<file path="config.mk">
export PLATFORM = sky130hd
export DESIGN_NAME = vga_scanout_pipe
export DESIGN_NICKNAME = d
export VERILOG_FILES = /design/src/rtl/vga_pkg.sv /design/src/rtl/vga_timing_gen.sv /design/src/rtl/vga_scanout_pipe.sv
export SDC_FILE = /design/constraint.sdc
export NUM_CORES = 1
export LEC_CHECK = 0
export CAP_MARGIN = 40
export CORE_UTILIZATION = 51
export CTS_CLUSTER_DIAMETER = 150
export DETAILED_ROUTE_END_ITERATION = 6
export PLACE_DENSITY = 0.85
export SLEW_MARGIN = 0
export SYNTH_ARGS = -nofsm -noshare
export SYNTH_HDL_FRONTEND = slang
export SYNTH_SLANG_ARGS = --single-unit
</file>
<file path="constraint.sdc">
create_clock -name iVGA_CLK -period 6.7 [get_ports iVGA_CLK]
set_clock_uncertainty 0.15 [all_clocks]
set_input_delay 1.34 -clock iVGA_CLK [delete_from_list [all_inputs] [get_ports iVGA_CLK]]
set_output_delay 1.34 -clock iVGA_CLK [all_outputs]
set_load 0.005 [all_outputs]
</file>
<file path="src/rtl/vga_pkg.sv">
// Shared timing defaults, sync polarity, scan-control records and colour-word
// layout helpers for the framebuffer scan-out pipeline.
package vga_pkg;

  localparam int DEF_H_ACTIVE = 640;
  localparam int DEF_H_FP     = 16;
  localparam int DEF_H_SYNC   = 96;
  localparam int DEF_H_BP     = 48;
  localparam int DEF_V_ACTIVE = 480;
  localparam int DEF_V_FP     = 10;
  localparam int DEF_V_SYNC   = 2;
  localparam int DEF_V_BP     = 33;

  typedef enum logic {
    POL_LOW  = 1'b0,
    POL_HIGH = 1'b1
  } sync_pol_e;

  function automatic int scan_total(input int active, input int fp,
                                    input int sync, input int bp);
    return active + fp + sync + bp;
  endfunction

  localparam int DEF_H_TOTAL = scan_total(DEF_H_ACTIVE, DEF_H_FP, DEF_H_SYNC, DEF_H_BP);
  localparam int DEF_V_TOTAL = scan_total(DEF_V_ACTIVE, DEF_V_FP, DEF_V_SYNC, DEF_V_BP);

  // Colour words are packed {B,G,R}, R in the low field.
  localparam int R_FIELD = 0;
  localparam int G_FIELD = 1;
  localparam int B_FIELD = 2;

  function automatic int color_word_w(input int cw);
    return 3 * cw;
  endfunction

  function automatic int field_lsb(input int field, input int cw);
    return field * cw;
  endfunction

  // Raster flags produced at the read stage and carried to the pins.
  typedef struct packed {
    logic blank_n;
    logic hs;
    logic vs;
    logic fs;
  } sync_ctl_t;

  // Per-pixel frame settings needed at the colour-select stage.
  typedef struct packed {
    logic en;
    logic mode;
  } pix_ctl_t;

endpackage

</file>
<file path="src/rtl/vga_timing_gen.sv">
// Horizontal/vertical raster counters with active-region, sync-window,
// frame-boundary and first-pixel flags, all decoded for the current cycle.
module vga_timing_gen
  import vga_pkg::*;
#(
  parameter int H_ACTIVE = DEF_H_ACTIVE,
  parameter int H_FP     = DEF_H_FP,
  parameter int H_SYNC   = DEF_H_SYNC,
  parameter int H_BP     = DEF_H_BP,
  parameter int V_ACTIVE = DEF_V_ACTIVE,
  parameter int V_FP     = DEF_V_FP,
  parameter int V_SYNC   = DEF_V_SYNC,
  parameter int V_BP     = DEF_V_BP
) (
  input  logic clk,
  input  logic rst,
  output logic active,
  output logic hs,
  output logic vs,
  output logic boundary,
  output logic first_px
);

  localparam int H_TOTAL = scan_total(H_ACTIVE, H_FP, H_SYNC, H_BP);
  localparam int V_TOTAL = scan_total(V_ACTIVE, V_FP, V_SYNC, V_BP);
  localparam int HW      = $clog2(H_TOTAL);
  localparam int VW      = $clog2(V_TOTAL);

  localparam logic [HW-1:0] H_LAST = HW'(H_TOTAL - 1);
  localparam logic [HW-1:0] H_VIS  = HW'(H_ACTIVE);
  localparam logic [HW-1:0] HS_BEG = HW'(H_ACTIVE + H_FP);
  localparam logic [HW-1:0] HS_END = HW'(H_ACTIVE + H_FP + H_SYNC - 1);
  localparam logic [VW-1:0] V_LAST = VW'(V_TOTAL - 1);
  localparam logic [VW-1:0] V_VIS  = VW'(V_ACTIVE);
  localparam logic [VW-1:0] VS_BEG = VW'(V_ACTIVE + V_FP);
  localparam logic [VW-1:0] VS_END = VW'(V_ACTIVE + V_FP + V_SYNC - 1);

  logic [HW-1:0] h_cnt;
  logic [VW-1:0] v_cnt;
  logic          h_last;
  logic          v_last;

  assign h_last = (h_cnt == H_LAST);
  assign v_last = (v_cnt == V_LAST);

  always_ff @(posedge clk) begin
    if (rst) begin
      h_cnt <= '0;
      v_cnt <= '0;
    end else if (h_last) begin
      h_cnt <= '0;
      v_cnt <= v_last ? '0 : v_cnt + 1'b1;
    end else begin
      h_cnt <= h_cnt + 1'b1;
    end
  end

  assign active   = (h_cnt < H_VIS) && (v_cnt < V_VIS);
  assign hs       = (h_cnt >= HS_BEG) && (h_cnt <= HS_END);
  assign vs       = (v_cnt >= VS_BEG) && (v_cnt <= VS_END);
  assign boundary = rst || (h_last && v_last);
  assign first_px = (h_cnt == '0) && (v_cnt == '0);

endmodule

</file>
<file path="src/rtl/vga_scanout_pipe.sv">
// Framebuffer scan-out: per-frame latched base/mode/enable, read addressing,
// direct or palette colour path and sync flags delayed to a common latency.
module vga_scanout_pipe
  import vga_pkg::*;
#(
  parameter int H_ACTIVE = DEF_H_ACTIVE,
  parameter int H_FP     = DEF_H_FP,
  parameter int H_SYNC   = DEF_H_SYNC,
  parameter int H_BP     = DEF_H_BP,
  parameter int V_ACTIVE = DEF_V_ACTIVE,
  parameter int V_FP     = DEF_V_FP,
  parameter int V_SYNC   = DEF_V_SYNC,
  parameter int V_BP     = DEF_V_BP,
  parameter int HS_POL   = 0,
  parameter int VS_POL   = 0,
  parameter int COLOR_W  = 8,
  parameter int IDX_W    = 8,
  parameter int ADDR_W   = 19,
  parameter int RD_LAT   = 1,
  parameter int PAL_LAT  = 1
) (
  input  logic                   iVGA_CLK,
  input  logic                   iRST,
  input  logic                   iEN,
  input  logic                   iMODE,
  input  logic [ADDR_W-1:0]      iBASE,
  output logic                   oRD_EN,
  output logic [ADDR_W-1:0]      oRD_ADDR,
  input  logic [3*COLOR_W-1:0]   iRD_DATA,
  output logic [IDX_W-1:0]       oPAL_ADDR,
  input  logic [3*COLOR_W-1:0]   iPAL_DATA,
  output logic                   oBLANK_n,
  output logic                   oHS,
  output logic                   oVS,
  output logic [COLOR_W-1:0]     oR,
  output logic [COLOR_W-1:0]     oG,
  output logic [COLOR_W-1:0]     oB,
  output logic                   oFRAME_START
);

  localparam int        L     = RD_LAT + PAL_LAT + 1;
  localparam int        CW    = color_word_w(COLOR_W);
  localparam int        R_LSB = field_lsb(R_FIELD, COLOR_W);
  localparam int        G_LSB = field_lsb(G_FIELD, COLOR_W);
  localparam int        B_LSB = field_lsb(B_FIELD, COLOR_W);
  localparam sync_pol_e HS_P  = (HS_POL != 0) ? POL_HIGH : POL_LOW;
  localparam sync_pol_e VS_P  = (VS_POL != 0) ? POL_HIGH : POL_LOW;

  if (RD_LAT < 1) begin : g_bad_rd_lat
    $error("vga_scanout_pipe: RD_LAT must be >= 1");
  end
  if (PAL_LAT < 1) begin : g_bad_pal_lat
    $error("vga_scanout_pipe: PAL_LAT must be >= 1");
  end
  if (IDX_W > CW) begin : g_bad_idx_w
    $error("vga_scanout_pipe: IDX_W must not exceed 3*COLOR_W");
  end
  if (H_FP < 1 || H_SYNC < 1 || H_BP < 1 || V_FP < 1 || V_SYNC < 1 || V_BP < 1) begin : g_bad_porch
    $error("vga_scanout_pipe: sync and porch widths must be >= 1");
  end

  logic active;
  logic hs_act;
  logic vs_act;
  logic boundary;
  logic first_px;

  vga_timing_gen #(
    .H_ACTIVE (H_ACTIVE),
    .H_FP     (H_FP),
    .H_SYNC   (H_SYNC),
    .H_BP     (H_BP),
    .V_ACTIVE (V_ACTIVE),
    .V_FP     (V_FP),
    .V_SYNC   (V_SYNC),
    .V_BP     (V_BP)
  ) u_timing (
    .clk      (iVGA_CLK),
    .rst      (iRST),
    .active   (active),
    .hs       (hs_act),
    .vs       (vs_act),
    .boundary (boundary),
    .first_px (first_px)
  );

  logic              en_q;
  logic              mode_q;
  logic [ADDR_W-1:0] addr_q;
  logic              rd_active;

  assign rd_active = active && en_q;

  // Reset counts as a frame boundary, so settings are captured from the inputs.
  always_ff @(posedge iVGA_CLK) begin
    if (boundary) begin
      en_q   <= iEN;
      mode_q <= iMODE;
      addr_q <= iBASE;
    end else if (rd_active) begin
      addr_q <= addr_q + 1'b1;
    end
  end

  // Read port is held quiet for as long as reset is asserted.
  assign oRD_EN    = rd_active && !iRST;
  assign oRD_ADDR  = iRST ? '0 : addr_q;
  assign oPAL_ADDR = iRD_DATA[IDX_W-1:0];

  sync_ctl_t             sync0;
  pix_ctl_t              pix0;
  sync_ctl_t [L-1:0]     sync_pipe;
  pix_ctl_t  [L-2:0]     pix_pipe;

  always_comb begin
    sync0         = '0;
    sync0.blank_n = active;
    sync0.hs      = hs_act;
    sync0.vs      = vs_act;
    sync0.fs      = first_px;
    pix0          = '0;
    pix0.en       = en_q;
    pix0.mode     = mode_q;
  end

  always_ff @(posedge iVGA_CLK) begin
    if (iRST) begin
      sync_pipe <= '0;
      pix_pipe  <= '0;
    end else begin
      sync_pipe <= {sync_pipe[L-2:0], sync0};
      pix_pipe  <= {pix_pipe[L-3:0], pix0};
    end
  end

  // Direct data is padded by PAL_LAT stages so both modes share one latency.
  logic [PAL_LAT-1:0][CW-1:0] dir_pipe;

  if (PAL_LAT == 1) begin : g_dir_one
    always_ff @(posedge iVGA_CLK) begin
      if (iRST) dir_pipe <= '0;
      else      dir_pipe <= iRD_DATA;
    end
  end else begin : g_dir_many
    always_ff @(posedge iVGA_CLK) begin
      if (iRST) dir_pipe <= '0;
      else      dir_pipe <= {dir_pipe[PAL_LAT-2:0], iRD_DATA};
    end
  end

  sync_ctl_t       sel_sync;
  pix_ctl_t        sel_pix;
  sync_ctl_t       out_sync;
  logic [CW-1:0]   colour_q;

  assign sel_sync = sync_pipe[L-2];
  assign sel_pix  = pix_pipe[L-2];
  assign out_sync = sync_pipe[L-1];

  always_ff @(posedge iVGA_CLK) begin
    if (iRST) begin
      colour_q <= '0;
    end else if (sel_sync.blank_n && sel_pix.en) begin
      colour_q <= sel_pix.mode ? iPAL_DATA : dir_pipe[PAL_LAT-1];
    end else begin
      colour_q <= '0;
    end
  end

  assign oBLANK_n     = out_sync.blank_n;
  assign oHS          = (HS_P == POL_HIGH) ? out_sync.hs : !out_sync.hs;
  assign oVS          = (VS_P == POL_HIGH) ? out_sync.vs : !out_sync.vs;
  assign oFRAME_START = out_sync.fs;
  assign oR           = colour_q[R_LSB +: COLOR_W];
  assign oG           = colour_q[G_LSB +: COLOR_W];
  assign oB           = colour_q[B_LSB +: COLOR_W];

endmodule
</file>
==> impl_metrics.ini <==
[run_status]
status = finished clean

[drt]
ant_nets = 0
drc = 0
wirelength_mm = 9.20
drtIter0Drc = 117
wl_per_cell_um = 14.1
vias = 3265
first_pass_iters = 4
vias_per_cell = 5.00

[global_route]
grt_max_degree = 48
grt_pass1_wl_mm = 14.3
grt_pass1_vias = 3002
gr-usage-all-layers_pct = 21.2
antenna_found_initial = 0
grt_remaining_overflow = 0

[worst_hold_path]
holdCritStartpoint = sync_pipe[3]
whs_path_depth = 1
whs_endpoint = sel_sync[3]
min_path_type = register to register

[layout]
fill_cells = 599
area_delta_synth_final_pct = 33.9
final_cell_area_um2 = 5810
antenna_cells = 0
drive_gt1_share_pct = 7.66
fin_nets = 619

[clocking]
numCtsBuffers = 9
cts_htree_levels = 3
post-cts-setup-buffer-count = 0
ctsHoldBuffers = 0
insertion_delay_ps = 360
cts.sinks = 105
clockRootBuffer = clkbuf_8
cts_tree = done
cts_resized = 0
clk_pin_slew_ps = 100
clockBufferDepth = 2

[synth]
yosys.cell_types.count = 35
synthTopCellsByCount = dfxtp_1 (84), nor2b_1 (55), nor2_1 (50)
synth_seq_cells = 105
synth.avg_cell_area_um2 = 10.1
yosysMostFrequentCell = dfxtp_1
synth_ff_type = dfxtp_1
yosysTopAreaCell = dfxtp_1
synth_top_area_share_pct = 38.8
synth_cells = 429
synth_nets = 505
yosysSeqAreaShare_pct = 53.3
synth-edff-count = 21
synthArstFlopShare_pct = 0
synth_area_leaders = dfxtp_1 (39%), edfxtp_1 (15%), nor2b_1 (7.9%), mux2i_1 (5.5%), nor2_1 (4.3%)
synth_warnings = 0
syn_area_um2 = 4340

[placed_design]
gp_congestion = 0.841
placed_cell_area_um2 = 5570
dp_hpwl_mm = 6.59
port_buffers = 126

[sta]
setup-tns-final_ps = 0
worstMarginPinSlew_ps = 840
timing.fmax_ghz = 0.259
layout_min_cycle_time_ps = 3870
finalHoldViolCount = 0
rsz0062_at_grt = no
min_period_over_period_pct = 57.7
max-slew-margin-rel_pct = 43.8
setup_viol = 0
final-max-slew-violation-count = 0

[setup_path]
cp-start-kind = primary input
reg2reg_depth = 6
cp_data_arrival_time_ps = 2380
crit_required_ps = 5210
crit_fanout = 28
path_class = primary input to output port
r2r-start = u_timing.h_cnt[0]
cp-end-kind = output port
r2r_end = addr_q[1]
rrSetupSlack_ps = 3740

[floorplanning]
die_area_um2 = 8870
coreArea_um2 = 8220
fp.dieH_um = 94.2
rows = 33
start_util_pct = 52.8
die_w_um = 94.2
ios = 127

[power_and_ir_drop]
p_total_mw = 1.29
pwr_density_cell_nw_per_um2 = 222
peakVddDrop_uv = 129
static-leakage-power_nw = 2.09

[flow_run]
drv_cap = 0
==> metrics by stage <==
stage	util, %	setup WS, ps	hold WS, ps	cells
2_1_floorplan	-	3240	264	429
3_3_place_gp	67.7	2830	267	636
3_5_place_dp	67.8	2830	275	637
4_1_cts	70.7	2830	293	653
5_1_grt	70.7	2760	308	653
6_report	70.7	2830	287	653
==> routing by layer <==
metal  share of wire, %  up-vias  GRT usage (%)  routed length (µm)
met5                  0        -              0                   0
li1                   -     1640              -                   -
met2                 49      112           37.6                4540
met3                6.4        9           4.69                 588
met1                 43     1504           25.4                3970
met4                1.0        0           6.15                  94
==> worst max-delay path, cell delays in order <==
cell,delay (ps)
buf_2,260
nor2b_1,230
clkdlybuf4s50_1,540
==> power by group <==
part / internal (mW) / switching [mW]
clock: 0.218 / 0.225
combinational: 0.0924 / 0.0568
sequential: 0.674 / 0.0194
total: 0.985 / 0.302
==> cell usage in the layout, fill, tap and decap left out, types with 9 or more instances in the layout <==
cell               n
clkbuf_8           9
edfxtp_1          21
xor2_1            20
dfxtp_1           84
xnor2_1           10
nor2b_1           55
nand2_1           43
nor2_1            50
o21ai_2           18
mux2i_1           24
nand3_1           14
clkdlybuf4s50_1  125
==> cell families after synthesis <==
kind of cell | share of synthesized area (%)
xor gates and xnor gates | 6.06
buffers and inverters | 4.93
DFF | 53.3
and+or+nand+nor | 22.9
adders and majority gates | 1.44
muxes | 5.80
AOI/OAI and AO/OA | 5.48
==> worst max-delay path by stage <==
stage,startpoint,endpoint,slack [ps]
after floorplan,iRST,oRD_EN,3240
after global placement,iRST,oRD_EN,2830
after detailed placement,iRST,oRD_EN,2830
after CTS,iRST,oRD_EN,2830
after global routing,iRST,oRD_EN,2760
final,iRST,oRD_ADDR[3],2830
==> state kept, by name, indices dropped and copies added, names as in the netlist <==
signal,count
oFRAME_START,1
dir_pipe,24
mode_q,1
u_timing.v_cnt,10
u_timing.h_cnt,10
pix_pipe,4
sync_pipe,4
en_q,1
sel_sync,4
colour_q,24
out_sync,2
addr_q,19
oBLANK_n,1
==> final cells by class <==
type	instances	area (µm²)	share of cell area [%]
Multi-Input combinational cell	289	1810	31.2
Sequential cell	105	2310	39.8
Timing Repair Buffer	130	1290	22.2
Clock inverter	7	109	1.87
Tap cell	105	131	2.26
Clock buffer	9	124	2.13
Inverter	8	30.0	0.517
(Power assumes the default switching activity.)
==> RTL change 1, RTL diff (same flow settings) <==
Change the parameter `HS_POL` from 0 to 1.
--- a/src/rtl/vga_scanout_pipe.sv
+++ b/src/rtl/vga_scanout_pipe.sv
@@ -12,5 +12,5 @@
   parameter int V_SYNC   = DEF_V_SYNC,
   parameter int V_BP     = DEF_V_BP,
-  parameter int HS_POL   = 0,
+  parameter int HS_POL   = 1,
   parameter int VS_POL   = 0,
   parameter int COLOR_W  = 8,
Check against the original RTL: not equivalent (Yosys sat finds a counterexample within 4 cycles, from zero or initial values and one cycle with iRST high).
==> RTL change 1 against the unedited design <==
- critical path depth grew 1
- total power shrank 6.6%
- clock power shrank 19%
- die area grew 0.17%
- sequential cell count is the same
- synthesized area grew 0.17%
- wire length shrank 6.3%
- cell area shrank 1.1%
- worst setup slack lost 0.21 ns
- critical endpoint is now oRD_EN
==> RTL change 1: results (changes against the unedited design) <==
metric	value	unit	change
status	finished, final reports clean		
hp-start	sync_pipe[0]		
synth_edf_count	21		unchanged
hp-class	reg -> reg		
firstDrtPassIters	4		unchanged
via_per_inst	4.88		-2.4%
cts_buffer_depth	2		unchanged
fin_setup_tns	0	ns	unchanged
ys_async_sr_fraction	0	%	unchanged
drive_above_1_share	7.51	%	-0.16 points
timing.hold.ws	0.294	ns	+0.00618 ns
drtIter0Drc	97		-17%
numPortBuffers	126		unchanged
r2r-end	addr_q[4]		
diodes	0		unchanged
top_regs	colour_q (24), dir_pipe (24), addr_q (19)		
grt_pass1_wl	13.4	mm	-6.6%
r2r_cells	7		+1
finalNetCount	617		-0.32%
min_to	sel_sync[0]		
cts_resized	0		unchanged
synthTopCellsByCount	84 x dfxtp_1, 53 x nor2_1, 53 x nor2b_1		
finalWirelength	8.61	mm	-6.3%
antenna_found_initial	0		unchanged
synthesis.nets	504		-0.20%
arrival	2.58	ns	+0.20 ns
hold_depth	1		unchanged
tightest_slew	0.823	ns	-0.0175 ns
clk_latency	0.36	ns	about the same
cts-root-buf	clkbuf_8		
yosysWarnings	0		unchanged
cts_made_buffers	9		unchanged
grt_use_total	19.5	%	-1.6 points
ir_worst_vdd	0.0943	mV	-27%
grt_start_max_net_pins	68		+42%
r2r_setup_slack	3.57	ns	-0.17 ns
grt_pass1_vias	2925		-2.6%
ys_seq_area_share	53.2	%	-0.092 points
cts-htree-levels	3		unchanged
cap_violations	0		unchanged
r2r-start	u_timing.h_cnt[0]		
cp_max_fo	67		+140%
clk_pin_slew	0.09	ns	
gp_congestion	0.801		-4.8%
power_leakage	0.00207	uW	-1.0%
cts_setup_buffers	0		unchanged
synth_cell_types	39		+11%
synth_area_leaders	dfxtp_1 39%, edfxtp_1 15%, nor2b_1 7.6%, mux2i_1 5.5%, nor2_1 4.6%		
dpl_cell_area	5570	um^2	about the same
hpwl	6.19	mm	-6.1%
RTL change 1: changes by cell type after synthesis, sizes merged, moves of 2 or more:
cell | unedited run | this run
nand2 | 43 | 36
nand4 | 7 | 11
nor2 | 50 | 53
clkbuf | 9 | 11
nand3 | 15 | 13
nor2b | 55 | 53
xnor2 | 10 | 12
xor2 | 20 | 18
RTL change 1: layer usage:
metal | share of wire [%] | up-vias | track usage, %
li1 | - | 1639 | -
met4 | 1.2 | 0 | 8.46
met3 | 6.0 | 9 | 3.80
met1 | 45 | 1436 | 24.2
met5 | 0 | - | 0
met2 | 48 | 93 | 32.9
RTL change 1: logic make-up (layout without fill, tap and decap cells):
family	count (synthesis)	after routing	share of synthesized area, %
fa+ha+maj	5	5	1.44
buf+inv	37	155	5.39
xor+xnor	30	30	6.05
flops	105	105	53.2
compound gates	30	30	5.13
mux	25	25	5.79
simple gates	196	196	23.0
RTL change 1: worst max path at each step:
stage                     from  endpoint  cells past startpoint
final                     iRST    oRD_EN                      4
after global routing      iRST    oRD_EN                      4
after CTS                 iRST    oRD_EN                      4
after detailed placement  iRST    oRD_EN                      4
after global placement    iRST    oRD_EN                      4
after floorplan           iRST    oRD_EN                      3
RTL change 1: worst max-delay path, cell delays in order:
cell	delay, ns
buf_2	0.09
buf_4	0.32
nor3_1	0.29
clkdlybuf4s50_1	0.54
RTL change 1: area by class of cell:
| type | count | area, um^2 |
|---|---|---|
| Clock buffer | 10 | 128 |
| Clock inverter | 6 | 48.8 |
| Fill cell | 641 | 2470 |
| Inverter | 9 | 33.8 |
| Multi-Input combinational cell | 286 | 1800 |
| Sequential cell | 105 | 2310 |
| Tap cell | 105 | 131 |
| Timing Repair Buffer | 130 | 1290 |
RTL change 1: power breakdown:
part | switching (uW) | internal [uW]
Clock | 217 | 141
Combinational | 54.7 | 92.5
Sequential | 21.0 | 675
RTL change 1: per-stage QoR:
step	std cells	setup slack, ns
3_5_place_dp	635	2.61
2_1_floorplan	428	3.24
4_1_cts	651	2.60
3_3_place_gp	634	2.67
5_1_grt	651	2.52
6_report	651	2.63
==> RTL change 2, RTL diff (config.mk and constraints unchanged) <==
Without the edit above. Put a register stage on the output `oG`, cleared by the reset. The value now appears one clock later. The other outputs are not delayed to match.
--- a/src/rtl/vga_scanout_pipe.sv
+++ b/src/rtl/vga_scanout_pipe.sv
@@ -173,5 +173,11 @@
   assign oFRAME_START = out_sync.fs;
   assign oR           = colour_q[R_LSB +: COLOR_W];
-  assign oG           = colour_q[G_LSB +: COLOR_W];
+  always_ff @(posedge iVGA_CLK) begin
+    if (iRST) begin
+      oG <= '0;
+    end else begin
+      oG <= colour_q[G_LSB +: COLOR_W];
+    end
+  end
   assign oB           = colour_q[B_LSB +: COLOR_W];
 
Formal check against the unedited RTL: not equivalent (a bounded check fails within 4 cycles, from zero or initial values and one cycle with iRST high).
==> RTL change 2 against the unedited design <==
- the run now ends with DRC left
- worst setup slack lost 0.62 ns
- clock power grew 110%
- total power grew 43%
- cell area grew 12%
- wire length grew 8.1%
- synthesized cell count grew 4.9%
- synthesized area grew 9.0%
- die area grew 8.8%
- non-clock buffer count shrank 1
- sequential cell count grew 8
- critical path type unchanged
- largest cell class unchanged
- largest power group is now clock
==> RTL change 2: results (changes against the unedited design) <==
metric	value	unit	change
cp_slowest_cell	buf_2		
met1_length	4.35	mm	+9.5%
via_per_inst	5.14		+2.8%
firstDrtPassIters	7		+3
finalNetCount	631		+1.9%
hp-start	sel_sync[2]		
grt_use_total	21.3	%	+0.11 points
status	finished with violations		
switchingPower	425	uW	+41%
top_layer	met4		
cts_made_buffers	17		+8
numPortBuffers	126		unchanged
dp.cells	644		+1.1%
r2r-end	addr_q[1]		
power_leakage	0.00241	uW	+16%
cpLargestDelayFamily	buffers and inverters		
synth_edf_count	21		unchanged
wl_met2	4.70	mm	+3.6%
grt_start_max_net_pins	47		-2.1%
top_regs	colour_q (24), dir_pipe (24), addr_q (19)		
drive_above_1_share	10.7	%	+3.1 points
hp-class	reg -> reg		
ir_worst_vdd	0.188	mV	+46%
grt_pass1_wl	16.2	mm	+13%
grtUsageMet3	6.59	%	+1.9 points
met3_length	747	um	+27%
tightest_slew	0.929	ns	+0.0885 ns
pwr-share-comb	9.3	%	-2.3 points
r2r-start	u_timing.h_cnt[0]		
synth_area_leaders	dfxtp_1 39%, edfxtp_1 13%, nor2b_1 7.8%, mux2i_1 6.1%, nor2_1 4.3%		
gp_congestion	0.816		-3.0%
synthesis.nets	526		+4.2%
met1_usage	26.6	%	+1.2 points
synth_cell_types	41		+17%
p_sw_share	23.1	%	-0.30 points
r2r_cells	6		unchanged
finalNonFillerCells	676		+3.5%
cp_max_fo	46		+64%
critPathMaxStageDelay	0.62	ns	+0.08 ns
arrival	3.00	ns	+0.62 ns
seqPwrFrac	40.9	%	-13 points
synthTopCellsByCount	92 x dfxtp_1, 59 x nor2b_1, 54 x nor2_1		
post-route-min-period	4.49	ns	+0.619 ns
grt_pass1_vias	3387		+13%
drc_errors	13		+13
hpwl	6.74	mm	+2.4%
timing.hold.ws	0.283	ns	-0.00408 ns
globalRouteMet2Util	35.4	%	-2.2 points
min_to	out_sync[2]		
cts-htree-levels	4		+1
violations	DRC		
pre_cts_ws	2.21	ns	-0.620 ns
clk_latency	0.51	ns	+0.15 ns
endpoint	oRD_ADDR[6]		
ys_seq_area_share	52.3	%	-1.0 points
drtIter0Drc	117		unchanged
synth.avg_cell_area	10.5	um^2	+3.9%
finalWirelength	9.94	mm	+8.1%
clk_pin_slew	0.06	ns	-0.04 ns
dpl_cell_area	5890	um^2	+5.7%
[RTL change 2: cell types whose count changed in the layout (fill, tap and decap cells not counted), sizes merged, moves of 8 or more]
cell	before	now
clkbuf	9	17
dfxtp	84	92
inv	11	21
mux2	1	15
nand2	43	11
o21ai	23	4
[RTL change 2: layout make-up]
type	count	area, um^2
Sequential cell	113	2470
Fill cell	608	2350
Multi-Input combinational cell	281	1950
Timing Repair Buffer	129	1290
Clock buffer	17	414
Clock inverter	15	196
Tap cell	108	135
Inverter	13	48.8
[RTL change 2: kinds of logic (layout without fill, tap and decap cells)]
kind of cell | Yosys count | after routing | share of synthesized area [%]
AND/OR/NAND/NOR | 187 | 187 | 21.9
flip-flops | 113 | 113 | 52.3
buffers and inverters | 56 | 174 | 6.57
multiplexers | 44 | 44 | 10.2
XOR/XNOR | 27 | 27 | 5.00
AO/OA/AOI/OAI | 18 | 18 | 2.73
adder cells (fa/ha/maj) | 5 | 5 | 1.32
